===== src/rtl/conv_stream_ctrl.sv =====
// Stream sequencer for the 4-tap nibble convolution datapath: runs N input blocks, overlap-adds tails, emits a flush word.
// Optional build macro CONV_SAT_EN: overlap-add sums saturate at 4'hF instead of wrapping mod 16.
module conv_stream_ctrl #(
    parameter int unsigned LEN_W = 8
) (
    input  logic             clk,
    input  logic             rst,
    input  logic             cmd_valid,
    output logic             cmd_ready,
    input  logic [15:0]      cmd_kernel,
    input  logic [LEN_W-1:0] cmd_len,
    input  logic             in_valid,
    output logic             in_ready,
    input  logic [15:0]      in_data,
    output logic             out_valid,
    input  logic             out_ready,
    output logic [15:0]      out_data,
    output logic [31:0]      conv_a,
    output logic [31:0]      conv_b,
    input  logic [31:0]      conv_result,
    output logic             busy,
    output logic             done
);

    typedef enum logic [1:0] {
        S_IDLE,
        S_RUN,
        S_FLUSH,
        S_DONE
    } state_t;

    state_t state, state_n;

    logic [15:0]      kernel_q;
    logic [LEN_W-1:0] len_q;
    logic [LEN_W-1:0] blk_cnt;
    logic [11:0]      tail_q;      // {t6, t5, t4}
    logic [15:0]      out_q;
    logic             out_v;
    logic             done_q;

    logic             slot_free;
    logic             load_cmd;
    logic             accept;
    logic             load_flush;
    logic             pulse_done;
    logic [15:0]      acc_word;
    logic             unused_result;

    function automatic logic [3:0] ovl_add(input logic [3:0] a, input logic [3:0] b);
        logic [4:0] s;
        s = {1'b0, a} + {1'b0, b};
`ifdef CONV_SAT_EN
        return s[4] ? 4'hF : s[3:0];
`else
        return s[3:0];
`endif
    endfunction

    assign slot_free     = !out_v || out_ready;
    assign conv_a        = {16'h0000, in_data};
    assign conv_b        = {16'h0000, kernel_q};
    assign unused_result = ^conv_result[31:28];

    always_comb begin
        acc_word = '0;
        for (int unsigned i = 0; i < 3; i++) begin
            acc_word[4*i +: 4] = ovl_add(conv_result[4*i +: 4], tail_q[4*i +: 4]);
        end
        acc_word[15:12] = conv_result[15:12];
    end

    always_ff @(posedge clk) begin
        if (rst) begin
            state <= S_IDLE;
        end else begin
            state <= state_n;
        end
    end

    always_comb begin
        state_n    = state;
        load_cmd   = 1'b0;
        accept     = 1'b0;
        load_flush = 1'b0;
        pulse_done = 1'b0;
        cmd_ready  = (state == S_IDLE);
        in_ready   = (state == S_RUN) && slot_free;
        busy       = (state != S_IDLE);
        case (state)
            S_IDLE: begin
                if (cmd_valid) begin
                    load_cmd = 1'b1;
                    state_n  = (cmd_len == '0) ? S_DONE : S_RUN;
                end
            end
            S_RUN: begin
                if (in_valid && slot_free) begin
                    accept = 1'b1;
                    if (blk_cnt == len_q - LEN_W'(1)) begin
                        state_n = S_FLUSH;
                    end
                end
            end
            S_FLUSH: begin
                if (slot_free) begin
                    load_flush = 1'b1;
                    state_n    = S_DONE;
                end
            end
            S_DONE: begin
                // An empty slot here means a zero-length command, whose done was raised on accept.
                if (!out_v) begin
                    state_n = S_IDLE;
                end else if (out_ready) begin
                    pulse_done = 1'b1;
                    state_n    = S_IDLE;
                end
            end
            default: state_n = S_IDLE;
        endcase
    end

    always_ff @(posedge clk) begin
        if (rst) begin
            kernel_q <= '0;
            len_q    <= '0;
            blk_cnt  <= '0;
            tail_q   <= '0;
            out_q    <= '0;
            out_v    <= 1'b0;
            done_q   <= 1'b0;
        end else begin
            done_q <= pulse_done || (load_cmd && (cmd_len == '0));
            if (load_cmd) begin
                kernel_q <= cmd_kernel;
                len_q    <= cmd_len;
                blk_cnt  <= '0;
                tail_q   <= '0;
            end
            if (accept) begin
                out_q   <= acc_word;
                out_v   <= 1'b1;
                tail_q  <= conv_result[27:16];
                blk_cnt <= blk_cnt + LEN_W'(1);
            end else if (load_flush) begin
                out_q <= {4'h0, tail_q};
                out_v <= 1'b1;
            end else if (out_v && out_ready) begin
                out_v <= 1'b0;
            end
        end
    end

    assign out_valid = out_v;
    assign out_data  = out_q;
    assign done      = done_q;

endmodule


===== config.mk =====
export PLATFORM = sky130hd
export DESIGN_NAME = conv_stream_ctrl
export DESIGN_NICKNAME = d
export VERILOG_FILES = /design/src/rtl/conv_stream_ctrl.sv
export SDC_FILE = /design/constraint.sdc
export NUM_CORES = 1
export LEC_CHECK = 0
export CORE_UTILIZATION = 35
export CTS_CLUSTER_DIAMETER = 120
export CTS_CLUSTER_SIZE = 24
export DETAILED_ROUTE_END_ITERATION = 10
export GPL_TIMING_DRIVEN = 0
export PLACE_DENSITY = 0.81
export SLEW_MARGIN = 10
export SYNTH_ARGS = -nofsm -noshare
export SYNTH_HDL_FRONTEND = slang
export SYNTH_SLANG_ARGS = --single-unit

===== constraint.sdc =====
create_clock -name clk -period 2.1 [get_ports clk]
set_input_delay 0.315 -clock clk [delete_from_list [all_inputs] [get_ports clk]]
set_output_delay 0.315 -clock clk [all_outputs]
set_load 0.01 [all_outputs]

Yosys cells after proc, flatten, opt, wreduce, memory -nomap -nowiden
Cells that the tools add are included.
Storage, ports and cells
  register bits: 64
  output and inout bits: 85
  input port bits: 77
Cells by class
  eq/ne operators: 9
  add/subtract/negate cells: 5
  reductions and logical operators: 14
  muxes and demuxes: 26
Operators by type and width (number)
  $mux 16: 2
  $mux 12: 2
  $mux 8: 2
  $mux 2: 7
  $add 4x4->4: 3
  $mux 1: 12
  $add 8x1->8 const B: 1
  $eq 8x8->1: 1
  $logic_not 8->1: 1
  $pmux 2 s4: 1
  $sub 8x1->8 const B: 1
  $reduce_bool 2->1: 3
  $reduce_and 5->1: 1
  $eq 2x2->1 const B: 2
  $logic_and 1x1->1: 4
  $ne 2x1->1 const B: 2
  $ne 2x2->1 const B: 2
  $ne 3x3->1 const B: 1
  $reduce_bool 3->1: 1
  $eq 2x1->1 const B: 1
  $logic_not 2->1: 1
  $logic_or 1x1->1: 2
  $logic_not 1->1: 1

Longest topological paths before layout
Gate-level depths: netlist of the first run.
  word-level depth: 6
  depth in mapped cells: 10
  gate-level depth less buffers: 8

Worst setup path before layout of the first run
No wires, ideal clock.
  path kind: reg2reg
  start: register len_q[0]
  end: register state[0]
  cell stages (with the launch flop): 11
  slack: -0.035 ns
  data required time: 2.014 ns
  library setup time: 0.086 ns
  data arrival time: 2.049 ns
  cells stage by stage: dfxtp_1 > buf_6 > inv_1 > ha_1 > buf_2 > nand2b_1 > o211a_1 > o31a_1 > or2_1 > a221o_1 > a221oi_2
Between the ends
  cells in the longest elaborated chain, start to end: 4
RTL lines
  start, declared: line 35  | logic [LEN_W-1:0] len_q;
  start signal, assigned: line 137  | len_q <= cmd_len;
  $sub 8x1->8: line 100  | if (blk_cnt == len_q - LEN_W'(1)) begin
  $eq 8x8->1: line 100
  $ne 2x1->1 (no source line)
  $reduce_and 5->1 (no source line)
  end signal, assigned: line 77  | state <= state_n;
  end, declared: line 32  | state_t state, state_n;
No other way between the ends.
A chain may end at the register's enable or synchronous reset.

Final worst setup path of the first run
Ends and elaborated chain as after synthesis.

==> results of run 1 <==
[flip-flops by register name, indices dropped and copies added (netlist names)]
signal,count
kernel_q,16
out_data,16
tail_q,12
blk_cnt,8
out_valid,1
state,2
len_q,8
done,1
[per-layer routing]
| layer | up-vias | GRT usage [%] |
|---|---|---|
| met5 | - | 0 |
| met4 | 0 | 7.48 |
| met1 | 1714 | 23.2 |
| met2 | 138 | 35.2 |
| li1 | 1793 | - |
| met3 | 18 | 4.88 |
[report_power, final]
part | switching, W | total [W] | internal, W
clock network | 0.000462 | 0.000916 | 0.000453
logic | 0.00113 | 0.00207 | 0.000939
registers | 0.000142 | 0.00154 | 0.00140
[metrics by stage]
stage,setup TNS [ns],std cells
after floorplan,0,494
after global placement,-6.88,736
after detailed placement,-9.11,736
after CTS,-0.0843,757
after global routing,-0.0629,756
final,0,756
[critical path: stages (launching register included)]
cell and delay (ns):
dfxtp_4 0.36, inv_4 0.03, ha_4 0.16, buf_4 0.13, nand2b_1 0.07, a21oi_1 0.06, o31a_1 0.31, or2_1 0.25
a221o_1 0.36, a221oi_2 0.26
[worst min-delay path by stage]
stage	from	endpoint	slack [ns]	cells after the start
global route	kernel_q[2]	kernel_q[2]	0.49	2
floorplan	len_q[7]	len_q[7]	0.45	2
global placement	kernel_q[6]	kernel_q[6]	0.44	2
CTS	kernel_q[8]	kernel_q[8]	0.46	2
detailed placement	kernel_q[8]	kernel_q[8]	0.45	2
finish	kernel_q[8]	kernel_q[8]	0.46	2
[cell type report]
type | count | area share [%]
multi-input cells | 339 | 36.5
flip-flops and latches | 64 | 24.8
repair buffers | 116 | 22.0
plain buffers | 72 | 9.06
well taps | 133 | 3.20
clock buffers | 12 | 2.80
inverters | 16 | 1.20
clock inverters | 4 | 0.386
[cell usage after synthesis (all sizes together)]
library cell / number
a211oi: 8
a21o: 3
o211a: 1
xnor2: 10
o21bai: 1
a32oi: 1
o21ai: 10
fa: 3
conb: 1
o2bb2ai: 1
nand2b: 6
o211ai: 1
nor3: 4
a21oi: 54
inv: 16
o21ba: 1
dfxtp: 64
nand4: 1
a311oi: 8
a22oi: 1
and4b: 1
mux2: 1
nand3: 26
xor2: 3
a221oi: 1
nand2: 87
a31oi: 3
and3: 5
a221o: 1
clkbuf: 22
nor4: 1
buf: 53
o2111a: 1
nor3b: 1
or4: 2
ha: 15
or2: 1
and2: 3
nor2: 39
o311ai: 1
o31a: 1
[timing repair]
action,4_1_cts,5_1_grt
setup endpoints to repair,26,45
pin swaps,6,6
resized for setup,14,12
setup buffers,5,2
[logic make-up after synthesis]
family | Yosys count
multiplexers | 1
buffers and inverters | 91
AO/OA/AOI/OAI | 98
flip-flops | 64
XOR/XNOR | 13
other | 1
adder cells (fa/ha/maj) | 18
AND/OR/NAND/NOR | 177
==> out/summary.txt, run 1 <==
status: completed
gr ovfl total: 0
Reg2Reg Setup Slack: 0.02 ns
cell count after synthesis: 463
worst slew pin tran: 0.601 ns
1st-iter DRT viols: 215
number of fillers in the final layout: 933
CP Class: flip-flop to flip-flop
Setup crit end: state[0]
maximum vdd ir drop: 0.000433 V
RSZ-0062 raised after global routing: yes
DRC violations left: 0
area of the multi-input gates: 1900 um2
hold crit path type: flip-flop to flip-flop
sequential fraction of the synthesis area: 36.0%
Pre-Repair DR Iteration Count: 4
largest family of logic cells by synthesized area: simple AND/OR/NAND/NOR gates
commonest non-fill, non-tap cell in the layout: clkdlybuf4s50_1
Starting Density: 36.3%
Vias: 3,663
IO Port Bufs: 109
Routed Antenna Nets: 0
DIE HEIGHT: 103 um
most frequent cells in the layout: clkdlybuf4s50_1 (108), nand2_1 (87), dfxtp_1 (62), buf_4 (55), a21oi_1 (54)
io pins: 162
Post-DP Area: 4950 um2
XOR/XNOR share of the synthesized area: 3.20%
Post-Layout Inst Area: 5190 um2
Final Hold Viols: 0
Die ar.: 10,600 um2
root buffer cell: clkbuf_8
core area: 9820 um2
Fin Hold WS: 0.458 ns
mux share of post-synthesis cell area: 0.316%
crit share post-route: 99.1%
Synth Cell Area: 3560 um2
clk slew on worst S/H paths: 0.07 ns
fraction of the mapped netlist area in simple logic gates: 21.6%
initial antenna violation count: 0
Final Util: 52.9%
Register Area: 1290 um2
Die W: 103 um
final setup fails: 0
Crit. Startpoint: len_q[0]
share of cells above drive strength 1: 14.4%
Slew headroom: 59.9%
H-Tree Depth: 3
flops & latches, synth: 64
Slew Limit Fails: 0
clk sinks: 64
largest area contributor in the netlist: dfxtp_1
Worst-Skew Late Latency: 0.34 ns
overall routing resource usage: 19.9%
CTS buffer count: 9
Final WS setup: 0.0181 ns
largest net degree at the start of global routing: 11
Critical R2R Launch: len_q[0]
ANT cells: 0
vias in the first global route: 3,538
yosys warns: 0
Critical Path RT: 2.35 ns
Cell Rows: 36
area share of the leading cell type in the synthesized netlist: 36.0%
Post-Route WL: 10.1 mm
R2R depth: 9
Period minus WS final: 2.08 ns
Arr. time, crit path: 2.33 ns
worst slack, placed: -0.462 ns
dpl hpwl: 7.72 mm
Synth Area in Compound Gates: 17.0%
Adder-Cell Fraction of Synth Area: 6.95%
Layout area overhead: 45.8%
Pwr Total: 0.00452 W
CTS Hold Bufs: 0
drt via density: 4.85
Max-Cap Viols: 0
first-pass GRT wire length: 16.3 mm
Top Metal Used: met4
synth unique cells: 44
metal2 WL: 5.10 mm
WL/cell: 13.3 um
routed metal-1 wirelength: 4.13 mm
Pwr per Cell Area: 871 nW/um2
Mapped Avg Cell Area: 7.69 um2
Worst setup EP type: flip-flop
nets: 713
reg2reg end: state[0]
Startpoint Class: flip-flop
Area contributors post-synth: dfxtp_1 (36%), buf_4 (10%), nand2_1 (9.2%)
worst-case clock buffer depth: 2
Leak Pwr: 2.14 nW
GPL Wtd Cong: 0.839
maximum clock frequency: 0.480 GHz
met3 wire length: 641 um
worst-path maximum fanout: 5
CTS tree: yes
clock skew: 0.00687 ns
(Power assumes the default switching activity.)
==> run 2, diff against run 1 <==
Settings changed: CORE_UTILIZATION 35 to 38, PLACE_DENSITY 0.81 to 0.86.
==> run 2 against run 1 <==
Compared with the run above:
- cell count fell by 3.7%
- sequential power is essentially flat
- count of clock-buffer cells in the layout is 1 lower
- total power rose by 3.0%
- worst hold slack got worse by 0.0033 ns
- critical path depth down 1
- first-iteration DRC count shrank 4.2%
- clock power increased by 19%
- cell area shrank 0.34%
- clock skew about the same
- critical endpoint unchanged
- largest cell class unchanged
==> out/summary.txt, run 2 (synthesis results as in run 1) <==
status: completed
IO Port Bufs: 109 (unchanged)
core area: 8890 um2 (-9.5%)
most frequent cells in the layout: clkdlybuf4s50_1 (108), nand2_1 (86), dfxtp_1 (61), a21oi_1 (54), buf_4 (52)
Worst path max stage delay: 0.36 ns (about the same)
initial antenna violation count: 0 (unchanged)
io pins: 162 (unchanged)
first-pass GRT wire length: 15.9 mm (-2.2%)
Die W: 98.8 um (-4.0%)
Arr. time, crit path: 2.31 ns (-0.02 ns)
CTS tree: yes
ANT cells: 0 (unchanged)
maximum vdd ir drop: 0.000536 V (+24%)
Slew Limit Fails: 0 (unchanged)
clk slew on worst S/H paths: 0.07 ns (about the same)
CTS Hold Bufs: 0 (unchanged)
overall routing resource usage: 20.3% (+0.43 points)
Leak Pwr: 2.12 nW (-0.93%)
Starting Density: 40.1% (+3.8 points)
Worst-Skew Late Latency: 0.34 ns (about the same)
vias in the first global route: 3,509 (-0.82%)
critical path's slowest cell: a221o_1
clock skew: 0.00717 ns (+0.000297 ns)
Final Hold Viols: 0 (unchanged)
Layout area overhead: 45.3%
DRC violations left: 0 (unchanged)
Min-Delay Startpoint: kernel_q[4]
worst slew pin tran: 0.566 ns (-0.0350 ns)
worst-case clock buffer depth: 2 (unchanged)
Die ar.: 9770 um2 (-7.7%)
crit path cell chain: inv_2 -> ha_4 -> nand2_2 -> o211a_1 -> o31a_1 -> or2_1 -> a221o_1 -> a221oi_2
crit share post-route: 97.8% (-1.3 points)
Pre-Repair DR Iteration Count: 5 (+1)
Vias: 3,661 (-0.055%)
hold path cells: 2 (unchanged)
GPL Wtd Cong: 0.863 (+2.8%)
reg2reg end: state[0]
largest net degree at the start of global routing: 12 (+1)
gr ovfl total: 0 (unchanged)
H-Tree Depth: 3 (unchanged)
DIE HEIGHT: 98.8 um (-4.0%)
Reg2Reg Setup Slack: 0.05 ns (+0.03 ns)
share of cells above drive strength 1: 14.0% (-0.41 points)
worst slack, placed: -0.392 ns (+0.0695 ns)
Post-Route WL: 9.97 mm (-0.84%)
Startpoint Class: flip-flop
hold path endpoint: kernel_q[4]
R2R depth: 8 (-1)
Critical R2R Launch: len_q[0]
Critical Path RT: 2.35 ns (about the same)
RSZ-0062 raised after global routing: yes
commonest non-fill, non-tap cell in the layout: clkdlybuf4s50_1
dpl hpwl: 7.58 mm (-1.8%)
Slew headroom: 62.3% (+2.3 points)
Final WS setup: 0.0455 ns (+0.0274 ns)
maximum clock frequency: 0.487 GHz (+1.3%)
clk sinks: 64 (unchanged)
Cell Rows: 34 (-5.6%)
final setup fails: 0 (unchanged)
Worst setup EP type: flip-flop
CP Class: flip-flop to flip-flop
CTS buffer count: 9 (unchanged)
1st-iter DRT viols: 206 (-4.2%)
nets: 710 (-0.42%)
worst-path maximum fanout: 5 (unchanged)
Max-Cap Viols: 0 (unchanged)
hold crit path type: flip-flop to flip-flop
Period minus WS final: 2.05 ns (-0.0274 ns)
WL/cell: 13.7 um (+3.0%)
Pwr per Cell Area: 901 nW/um2 (+3.4%)
drt via density: 5.03 (+3.8%)
Routed Antenna Nets: 0 (unchanged)
root buffer cell: clkbuf_8
Final Util: 58.2% (+5.3 points)
==> run 2: cell types whose count changed in the layout (fill, tap and decap cells not counted), moves of 2 or more <==
cell and change:
clkbuf_2 -5, buf_1 +3, buf_4 -3, clkinv_2 -2, clkinvlp_4 +2
==> run 2: worst max-delay path: cells and delay by family (launching register included) <==
| kind | cells | cell delay [ns] |
|---|---|---|
| flip-flops | 1 | 0.35 |
| AO/OA/AOI/OAI | 4 | 1.08 |
| buffers and inverters | 1 | 0.06 |
| AND/OR/NAND/NOR | 2 | 0.30 |
| adder cells (fa/ha/maj) | 1 | 0.16 |
==> run 2: area by class of cell <==
cell class | instances | area [um2]
clock buffers | 11 | 151
well taps | 108 | 135
clock inverters | 5 | 55.1
fillers | 790 | 3720
multi-input cells | 339 | 1900
plain buffers | 72 | 464
flip-flops and latches | 64 | 1290
inverters | 16 | 60.1
repair buffers | 113 | 1120
==> run 2: power breakdown <==
part           leakage, nW  switching [W]  internal [W]  total [W]
logic                 1.49        0.00111      0.000915    0.00202
registers            0.523       0.000142       0.00140    0.00154
clock network        0.101       0.000483      0.000608    0.00109
==> run 2: per-layer routing <==
metal	vias up	GRT usage (%)	wire [um]
li1	1792	-	-
met1	1677	23.2	4070
met2	178	35.9	4860
met3	14	7.23	893
met4	0	5.28	138
met5	-	0	0
==> run 2: timing repair <==
item | CTS | global route
pin swaps | 5 | 5
gates cloned | 0 | 0
setup buffers | 3 | 1
gates resized for setup | 14 | 6
endpoints found under the setup margin | 26 | 21
==> run 2: stage by stage <==
stage | instance area, um2 | TNS [ns] | cells | hold slack [ns] | power, W
global placement | 4920 | -5.33 | 711 | 0.442 | 0.00345
finish | 5170 | 0 | 728 | 0.455 | 0.00466
detailed placement | 4920 | -6.89 | 711 | 0.448 | 0.00353
floorplan | 3690 | 0 | 494 | 0.450 | 0.00275
CTS | 5170 | -0.0442 | 729 | 0.457 | 0.00464
global route | 5170 | -0.0221 | 728 | 0.477 | 0.00493
==> run 2: worst max-delay path by stage <==
stage	from	endpoint	slack [ns]	depth (start not counted)
2_1_floorplan	len_q[0]	state[0]	0.002	10
3_3_place_gp	out_ready	in_ready	-0.35	5
3_5_place_dp	out_ready	in_ready	-0.39	5
4_1_cts	len_q[1]	state[0]	-0.04	9
5_1_grt	len_q[0]	state[0]	-0.02	8
6_report	len_q[0]	state[0]	0.05	8
==> run 3, diff against run 2 <==
Settings changed: ABC_AREA set to 1.
==> run 3 against run 2 <==
Compared with the run above:
- the flow now finishes with violations (DRC)
- wire length is 4.4% lower
- setup slack better by 0.063 ns
- area after synthesis fell by 0.56%
- core utilization fell by 0.44 points
- synthesized cell count grew 4.3%
- total power up 7.5%
- combinational power hardly changed
- cell count is 2.6% higher
- non-clock buffer count decreased by 10
- cell area down 0.75%
- critical path type is now flip-flop to primary output
==> out/summary.txt, run 3 <==
status: finished with violations
failing checks: DRC
yosys warns: 0 (unchanged)
Leak Pwr: 2.22 nW (+5.2%)
io pins: 162 (unchanged)
synth cell count leaders: nand2_1 (90), dfxtp_1 (64), nor2_1 (61)
crit share post-route: 94.8% (-3.0 points)
Slew headroom: 62.6% (+0.36 points)
drt via density: 4.78 (-5.0%)
flops & latches, synth: 64 (unchanged)
H-Tree Depth: 3 (unchanged)
maximum clock frequency: 0.502 GHz (+3.2%)
Post-Layout Inst Area: 5140 um2 (-0.75%)
Pint: 0.00322 W (+10%)
largest area contributor in the netlist: dfxtp_1
Clock Power Share: 26.2% (+2.8 points)
CTS tree: yes
ANT cells: 0 (unchanged)
number of flops mapped to enable cells by yosys: 0 (unchanged)
IO Port Bufs: 109 (unchanged)
hold crit path type: flip-flop to flip-flop
cell count after synthesis: 483 (+4.3%)
Arr. time, crit path: 1.68 ns (-0.63 ns)
worst-case clock buffer depth: 2 (unchanged)
Worst-Skew Late Latency: 0.35 ns (about the same)
async set or reset register ratio after synthesis: 0% (unchanged)
nets: 729 (+2.7%)
Pwr per Cell Area: 976 nW/um2 (+8.3%)
WP buf/inv: 3 (+2)
overall routing resource usage: 19.7% (-0.61 points)
area share of the leading cell type in the synthesized netlist: 36.2% (+0.20 points)
Cell Rows: 34 (unchanged)
Comb power frac: 40.8% (-2.6 points)
Critical Path RT: 1.78 ns (-0.57 ns)
clock skew: 0.00862 ns (+0.00145 ns)
Layout area overhead: 45.0%
Die W: 98.5 um (-0.28%)
Worst path max stage delay: 0.53 ns (+0.17 ns)
buffer count from post-CTS setup fixing: 0 (-3)
Final Hold Viols: 0 (unchanged)
Vias: 3,570 (-2.5%)
Post-Route WL: 9.53 mm (-4.4%)
power share of the sequential group: 33.0% (about the same)
clk sinks: 64 (unchanged)
DIE HEIGHT: 98.5 um (-0.28%)
vias in the first global route: 3,469 (-1.1%)
worst slack, placed: 0.0840 ns (+0.476 ns)
CTS buffer count: 9 (unchanged)
DRC violations left: 11 (+11)
most frequent cells in the layout: clkdlybuf4s50_1 (108), nand2_1 (90), dfxtp_1 (64), nor2_1 (61), buf_4 (50)
Starting Density: 39.8% (-0.23 points)
most frequent cell after synthesis: nand2_1
Mapped Avg Cell Area: 7.33 um2 (-4.7%)
synth unique cells: 30 (-32%)
initial antenna violation count: 0 (unchanged)
gr ovfl total: 0 (unchanged)
Sw Ratio: 35.7% (-1.5 points)
RSZ-0062 raised after global routing: no
dominant delay contributor by cell family on the critical path: buffers and inverters
first-pass GRT wire length: 15.2 mm (-4.7%)
Startpoint Class: flip-flop
Area contributors post-synth: dfxtp_1 (36%), buf_4 (11%), nand2_1 (9.5%)
Slew Limit Fails: 0 (unchanged)
crit path cell chain: inv_1 -> ha_2 -> inv_1 -> clkdlybuf4s50_1
Period minus WS final: 1.99 ns (-0.0629 ns)
root buffer cell: clkbuf_8
Worst setup EP type: primary output
commonest non-fill, non-tap cell in the layout: clkdlybuf4s50_1
worst slew pin tran: 0.561 ns (-0.00537 ns)
Die ar.: 9710 um2 (-0.56%)
WL/cell: 12.8 um (-6.8%)
Final Util: 57.8% (-0.44 points)
Max-Cap Viols: 0 (unchanged)
Routed Antenna Nets: 0 (unchanged)
share of cells above drive strength 1: 13.5% (-0.57 points)
Final WS setup: 0.108 ns (+0.0629 ns)
Post-DP Area: 4880 um2 (-0.74%)
most frequent CP cell: inv_1
maximum vdd ir drop: 0.000539 V (+0.45%)
GPL Wtd Cong: 0.904 (+4.8%)
sequential fraction of the synthesis area: 36.2% (+0.20 points)
dpl hpwl: 7.24 mm (-4.5%)
Synth Cell Area: 3540 um2 (-0.56%)
worst-path maximum fanout: 6 (+1)
NetSw: 0.00179 W (+3.2%)
critical path's slowest cell: clkdlybuf4s50_1
setup TNS: 0 ns (unchanged)
CP Class: flip-flop to primary output
largest net degree at the start of global routing: 13 (+1)
1st-iter DRT viols: 290 (+41%)
clk slew on worst S/H paths: 0.07 ns (about the same)
final setup fails: 0 (unchanged)
Pwr Total: 0.00501 W (+7.5%)
Pre-Repair DR Iteration Count: 7 (+2)
Main synth FF type: dfxtp_1
core area: 8890 um2 (unchanged)
-- run 3: cell count changes after synthesis, sizes merged, moves of 6 or more --
| cell | previous run | this run |
|---|---|---|
| a21oi | 54 | 38 |
| nor2 | 39 | 64 |
| inv | 16 | 40 |
| o21ai | 10 | 39 |
| nand2b | 6 | 0 |
| a311oi | 8 | 0 |
| clkbuf | 22 | 8 |
-- run 3: timing repair --
item	CTS	global route
setup endpoints to repair	0	2
resized for setup	0	3
hold buffers	0	0
-- run 3: path summary, 6_finish.rpt --
check / startpoint / to / slack (ns) / depth (start not counted)
worst max-delay path: state[0] / busy / 0.11 / 4
worst min-delay path: tail_q[1] / tail_q[1] / 0.49 / 2
worst max register to register: len_q[0] / state[0] / 0.37 / 14
worst min register to register: tail_q[1] / tail_q[1] / 0.49 / 2
-- run 3: kinds of logic (layout without fill, tap and decap cells) --
family,after synthesis,in the layout,share of synthesized area [%]
flip-flops,64,64,36.2
AO/OA/AOI/OAI,94,94,14.7
buffers and inverters,106,231,16.8
other,1,32,0.106
adder cells (fa/ha/maj),18,18,6.99
XOR/XNOR,13,13,3.21
AND/OR/NAND/NOR,187,187,22.0
-- run 3: metal layers --
metal	GRT usage (%)	vias to the layer above	share of wire (%)
met1	21.8	1615	41
met5	0	-	0
li1	-	1782	-
met4	9.30	0	2.2
met3	5.04	17	7.7
met2	35.3	156	49
-- run 3: power groups by stage --
stage	clock network [W]	registers [W]	logic [W]
after floorplan	0	0.00173	0.00114
after global placement	0	0.00166	0.00196
after detailed placement	0	0.00167	0.00202
after CTS	0.00132	0.00165	0.00204
after global routing	0.00138	0.00168	0.00227
final	0.00131	0.00165	0.00205
-- run 3: worst reg2reg max path: stages (launching register included) --
cell,delay [ns]
dfxtp_1,0.33
inv_1,0.10
ha_1,0.33
inv_1,0.06
nand2_1,0.04
nand2_1,0.06
nand3_1,0.06
nor2_1,0.10
nand2_1,0.06
nor2_1,0.08
nand3_1,0.10
nand2_2,0.11
nand3_1,0.08
nand2_1,0.08
nor2_1,0.04
-- run 3: metrics by stage --
stage | std cells | hold WS, ns
2_1_floorplan | 514 | 0.456
3_3_place_gp | 731 | 0.466
3_5_place_dp | 731 | 0.476
4_1_cts | 747 | 0.488
5_1_grt | 747 | 0.506
6_report | 747 | 0.488
-- run 3: final cells by class --
class / count / area, um2
plain buffers: 66 / 445
clock buffers: 9 / 124
clock inverters: 7 / 120
fillers: 766 / 3750
inverters: 40 / 150
multi-input cells: 344 / 1790
flip-flops and latches: 64 / 1280
well taps: 108 / 135
repair buffers: 109 / 1090
==> RTL change 1 (settings of run 1) <==
Set the parameter `LEN_W` to 4 (it was 8).
--- a/src/rtl/conv_stream_ctrl.sv
+++ b/src/rtl/conv_stream_ctrl.sv
@@ -2,5 +2,5 @@
 // Optional build macro CONV_SAT_EN: overlap-add sums saturate at 4'hF instead of wrapping mod 16.
 module conv_stream_ctrl #(
-    parameter int unsigned LEN_W = 8
+    parameter int unsigned LEN_W = 4
 ) (
     input  logic             clk,
Ports: changed (resized cmd_len); port bits go from 162 to 158. The function was not compared with the original's and may differ.
==> RTL change 1 against run 1 <==
Sequential share of layout area increased by 0.71 points. Critical path depth is 5 lower. Setup slack improved by 0.065 ns. Global-route usage is 2.3 points lower. Design area is 15% lower. Routed wire length shrank 20%. Sequential cell count fell by 8. Synthesized area decreased by 16%. Power is 20% lower. Highest routed layer unchanged.
==> RTL change 1: results (changes against run 1) <==
| Metric | Value |
|---|---|
| Status | `finished, final reports clean` |
| Drt total wl | `8.01 mm (-20%)` |
| Iteration-0 DRC count of the detailed router | `123 (-43%)` |
| DR vias/cell | `4.75 (-2.0%)` |
| Top delay family on crit path | `buffers and inverters` |
| Net Sw Power | `1320 uW (-24%)` |
| DP Area | `4290 um2 (-13%)` |
| Min-delay worst type | `in2reg` |
| First-pass GRT wire length | `12.3 mm (-25%)` |
| Synth cell types | `33 (-25%)` |
| Crit path to | `busy` |
| Setup repair bufs after CTS | `0 (-5)` |
| Met2 Usage GRT | `0.321 (-0.0311)` |
| R2R Setup Slk | `0.19 ns (+0.17 ns)` |
| Mean area per synthesized cell | `8.03 um2 (+4.4%)` |
| Crit path from | `state[0]` |
| Worst hold start | `rst` |
| Critical-path top delay cell | `clkdlybuf4s50_1` |
| Max Freq | `496 MHz (+3.2%)` |
| Worst-case reg-to-reg path depth | `7 (-2)` |
| DR WL met2 | `4.17 mm (-18%)` |
| Worst Path Max Fanout | `6 (+1)` |
| Worst Tran Pin Value | `0.546 ns (-0.0547 ns)` |
| DP HPWL | `6.20 mm (-20%)` |
| Static leakage | `0.00181 uW (-15%)` |
| Placed Instances | `614 (-17%)` |
| Top post-synthesis cells by area | `dfxtp_1 (37%), buf_4 (12%), nand2_1 (8.4%)` |
| Synth Area in Compound Gates | `0.154 (-0.0159)` |
| Post-synth top cells | `nand2_1 (67), dfxtp_1 (56), buf_4 (48)` |
| Routed wl met3 | `462 um (-28%)` |
| Initial DRT Pass Iterations | `5 (+1)` |
| Hold_ws | `0.321 ns (-0.137 ns)` |
| Fin cells | `622 (-18%)` |
| Post-synthesis adder-cell area fraction | `0.0825 (+0.0129)` |
| Routability congestion estimate | `0.835 (-0.45%)` |
| XOR/XNOR Fraction of Synth Area | `0.0350 (+0.00302)` |
| Clk pin slew, worst setup/hold paths | `0.10 ns (+0.03 ns)` |
| Pre-CTS WS | `-0.314 ns (+0.148 ns)` |
| Crit Reg-Reg Startpoint | `state[1]` |
| Input/output buffers | `104 (-4.6%)` |
| Worst vdd ir | `0.326 mV (-25%)` |
| Clock skew | `0.00542 ns (-0.00145 ns)` |
| Post-synthesis sequential area ratio | `0.373 (+0.0135)` |
| Layout cells sized above 1 | `0.128 (-0.0168)` |
| Vias in the first global route | `2758 (-22%)` |
| Reg2reg end | `out_data[6]` |
| Gr usage total | `0.175 (-0.0235)` |
| Met1 Use GR | `0.192 (-0.0397)` |
| WHS Endpoint | `out_data[0]` |
-- RTL change 1: changes by cell type in the layout (fill, tap and decap cells not counted), sizes merged, moves of 6 or more --
cell and change:
a21oi -10, clkbuf -11, dfxtp -8, nand2 -20, nor2 -16, o21ai -6
-- RTL change 1: cell families after synthesis --
kind of cell,count (synthesis)
DFF,56
and+or+nand+nor,127
buffers and inverters,87
AOI/OAI and AO/OA,73
xor gates and xnor gates,12
other,1
adders and majority gates,18
-- RTL change 1: final cells by class --
class	instances	area [um2]
sequential	56	1120
buffer	69	459
inverter	18	67.6
fill	765	3870
clock buffer	8	90.1
tap	105	131
multi-input combinational	262	1480
timing repair buffer	104	1040
-- RTL change 1: power by group through the flow --
stage          Sequential [uW]  Combinational [uW]  Clock (uW)
5_1_grt                   1410                1770         656
2_1_floorplan             1450                 853           0
3_3_place_gp              1400                1550           0
3_5_place_dp              1420                1590           0
4_1_cts                   1390                1600         624
6_report                  1390                1610         616
==> RTL change 2 (flow settings as in run 1) <==
Made on the original files. Encoding of `state_t`: now Gray code (2 bits for 4 states).
--- a/src/rtl/conv_stream_ctrl.sv
+++ b/src/rtl/conv_stream_ctrl.sv
@@ -24,8 +24,8 @@
 
     typedef enum logic [1:0] {
-        S_IDLE,
-        S_RUN,
-        S_FLUSH,
-        S_DONE
+        S_IDLE  = 2'b00,
+        S_RUN   = 2'b01,
+        S_FLUSH = 2'b11,
+        S_DONE  = 2'b10
     } state_t;
 
Formal check against the unedited RTL: no difference found for any inputs over 10 cycles, from zero or initial values and one cycle with rst high; not proved beyond that.
==> RTL change 2 against run 1 <==
Routed wire length down 2.7%. Sequential cell count unchanged. Utilization down 0.60 points. Design area down 2.0%. Synthesized area down 1.5%. Die area down 1.5%. Clock skew up 0.0022 ns. Setup slack better by 0.18 ns. Critical endpoint is now cmd_ready.
Power is not compared: it rests on default switching activity, and its combinational part moved more than twofold at a synthesized area within 25%.
==> RTL change 2: results (changes against run 1) <==
| Metric | Value |
|---|---|
| Met1 Use GR | `0.206 (-0.0255)` |
| Post-CTS sizing | `1 (-13)` |
| Hold_ws | `0.454 ns (-0.00356 ns)` |
| First-pass GRT wire length | `15.4 mm (-5.7%)` |
| Met2 Usage GRT | `0.340 (-0.0116)` |
| Crit path arrival time | `1.59 ns (-0.74 ns)` |
| Worst vdd ir | `0.239 mV` |
| Layout cells sized above 1 | `0.142 (-0.00232)` |
| Worst-case reg-to-reg path depth | `8 (-1)` |
| Critical-path top delay cell | `clkdlybuf4s50_1` |
| Post-synthesis sequential area ratio | `0.365 (+0.00552)` |
| Top delay family on crit path | `buffers and inverters` |
| Clock skew | `0.00909 ns (+0.00222 ns)` |
| Worst hold start | `out_data[9]` |
| Max incr delay on CP | `0.59 ns (+0.23 ns)` |
| XOR/XNOR Fraction of Synth Area | `0.0399 (+0.00798)` |
| WHS Endpoint | `out_data[9]` |
| Setup repair bufs after CTS | `0 (-5)` |
| DP Area | `4880 um2 (-1.4%)` |
| Synth Area in Compound Gates | `0.155 (-0.0149)` |
| DP HPWL | `7.43 mm (-3.8%)` |
| Top post-synthesis cells by area | `dfxtp_1 (37%), buf_4 (10%), nand2_1 (9.5%)` |
| Status | `finished, final reports clean` |
| Iteration-0 DRC count of the detailed router | `126 (-41%)` |
| Routability congestion estimate | `0.831 (-0.89%)` |
| PnR worst setup slack | `0.195 ns (+0.177 ns)` |
| R2R Setup Slk | `0.34 ns (+0.32 ns)` |
| Worst Tran Pin Value | `0.620 ns (+0.0188 ns)` |
| Reg2reg end | `state[1]` |
| Post-synth top cells | `nand2_1 (89), dfxtp_1 (64), a21oi_1 (54)` |
| Final Net Count | `685 (-3.9%)` |
RTL change 2: changes by cell type after synthesis, moves of 5 or more:
| cell | before | now |
|---|---|---|
| clkbuf_1 | 22 | 13 |
| nor2_1 | 39 | 30 |
| nand2b_1 | 6 | 1 |
| nor4_1 | 0 | 5 |
| o21ai_0 | 10 | 3 |
| nand3_1 | 26 | 16 |
| buf_2 | 1 | 12 |
RTL change 2: through the flow:
step	power, uW	std cells	setup TNS (ns)	utilization
2_1_floorplan	1690	474	0	-
5_1_grt	3210	731	0	0.523
3_3_place_gp	1970	716	-0.115	0.502
4_1_cts	3070	731	0	0.523
3_5_place_dp	1990	716	-0.224	0.502
6_report	3060	731	0	0.523
RTL change 2: how the worst max path moves through the flow:
stage,from,to,cells past startpoint
floorplan,len_q[0],state[1],8
global placement,out_ready,in_ready,6
detailed placement,out_ready,blk_cnt[7],7
CTS,state[1],cmd_ready,3
global route,state[1],cmd_ready,3
finish,state[1],cmd_ready,3
RTL change 2: where the power goes:
group | internal [uW] | leakage, uW | switching, uW
sequential | 1270 | 0.000522 | 42.3
clock | 635 | 0.000108 | 461
combinational | 352 | 0.00146 | 304
RTL change 2: cell type report:
class | instances | area, um2
Sequential cell | 64 | 1280
Timing Repair Buffer | 109 | 1090
Clock inverter | 3 | 40.0
Inverter | 14 | 52.6
Fill cell | 912 | 4640
Clock buffer | 12 | 165
Multi-Input combinational cell | 318 | 1780
Buffer | 78 | 508
Tap cell | 133 | 166
RTL change 2: per-layer routing:
| layer | wire length [um] | part of all wire |
|---|---|---|
| met1 | 3650 | 0.37 |
| met2 | 5140 | 0.52 |
| met3 | 653 | 0.067 |
| met4 | 347 | 0.035 |
| met5 | 0 | 0 |
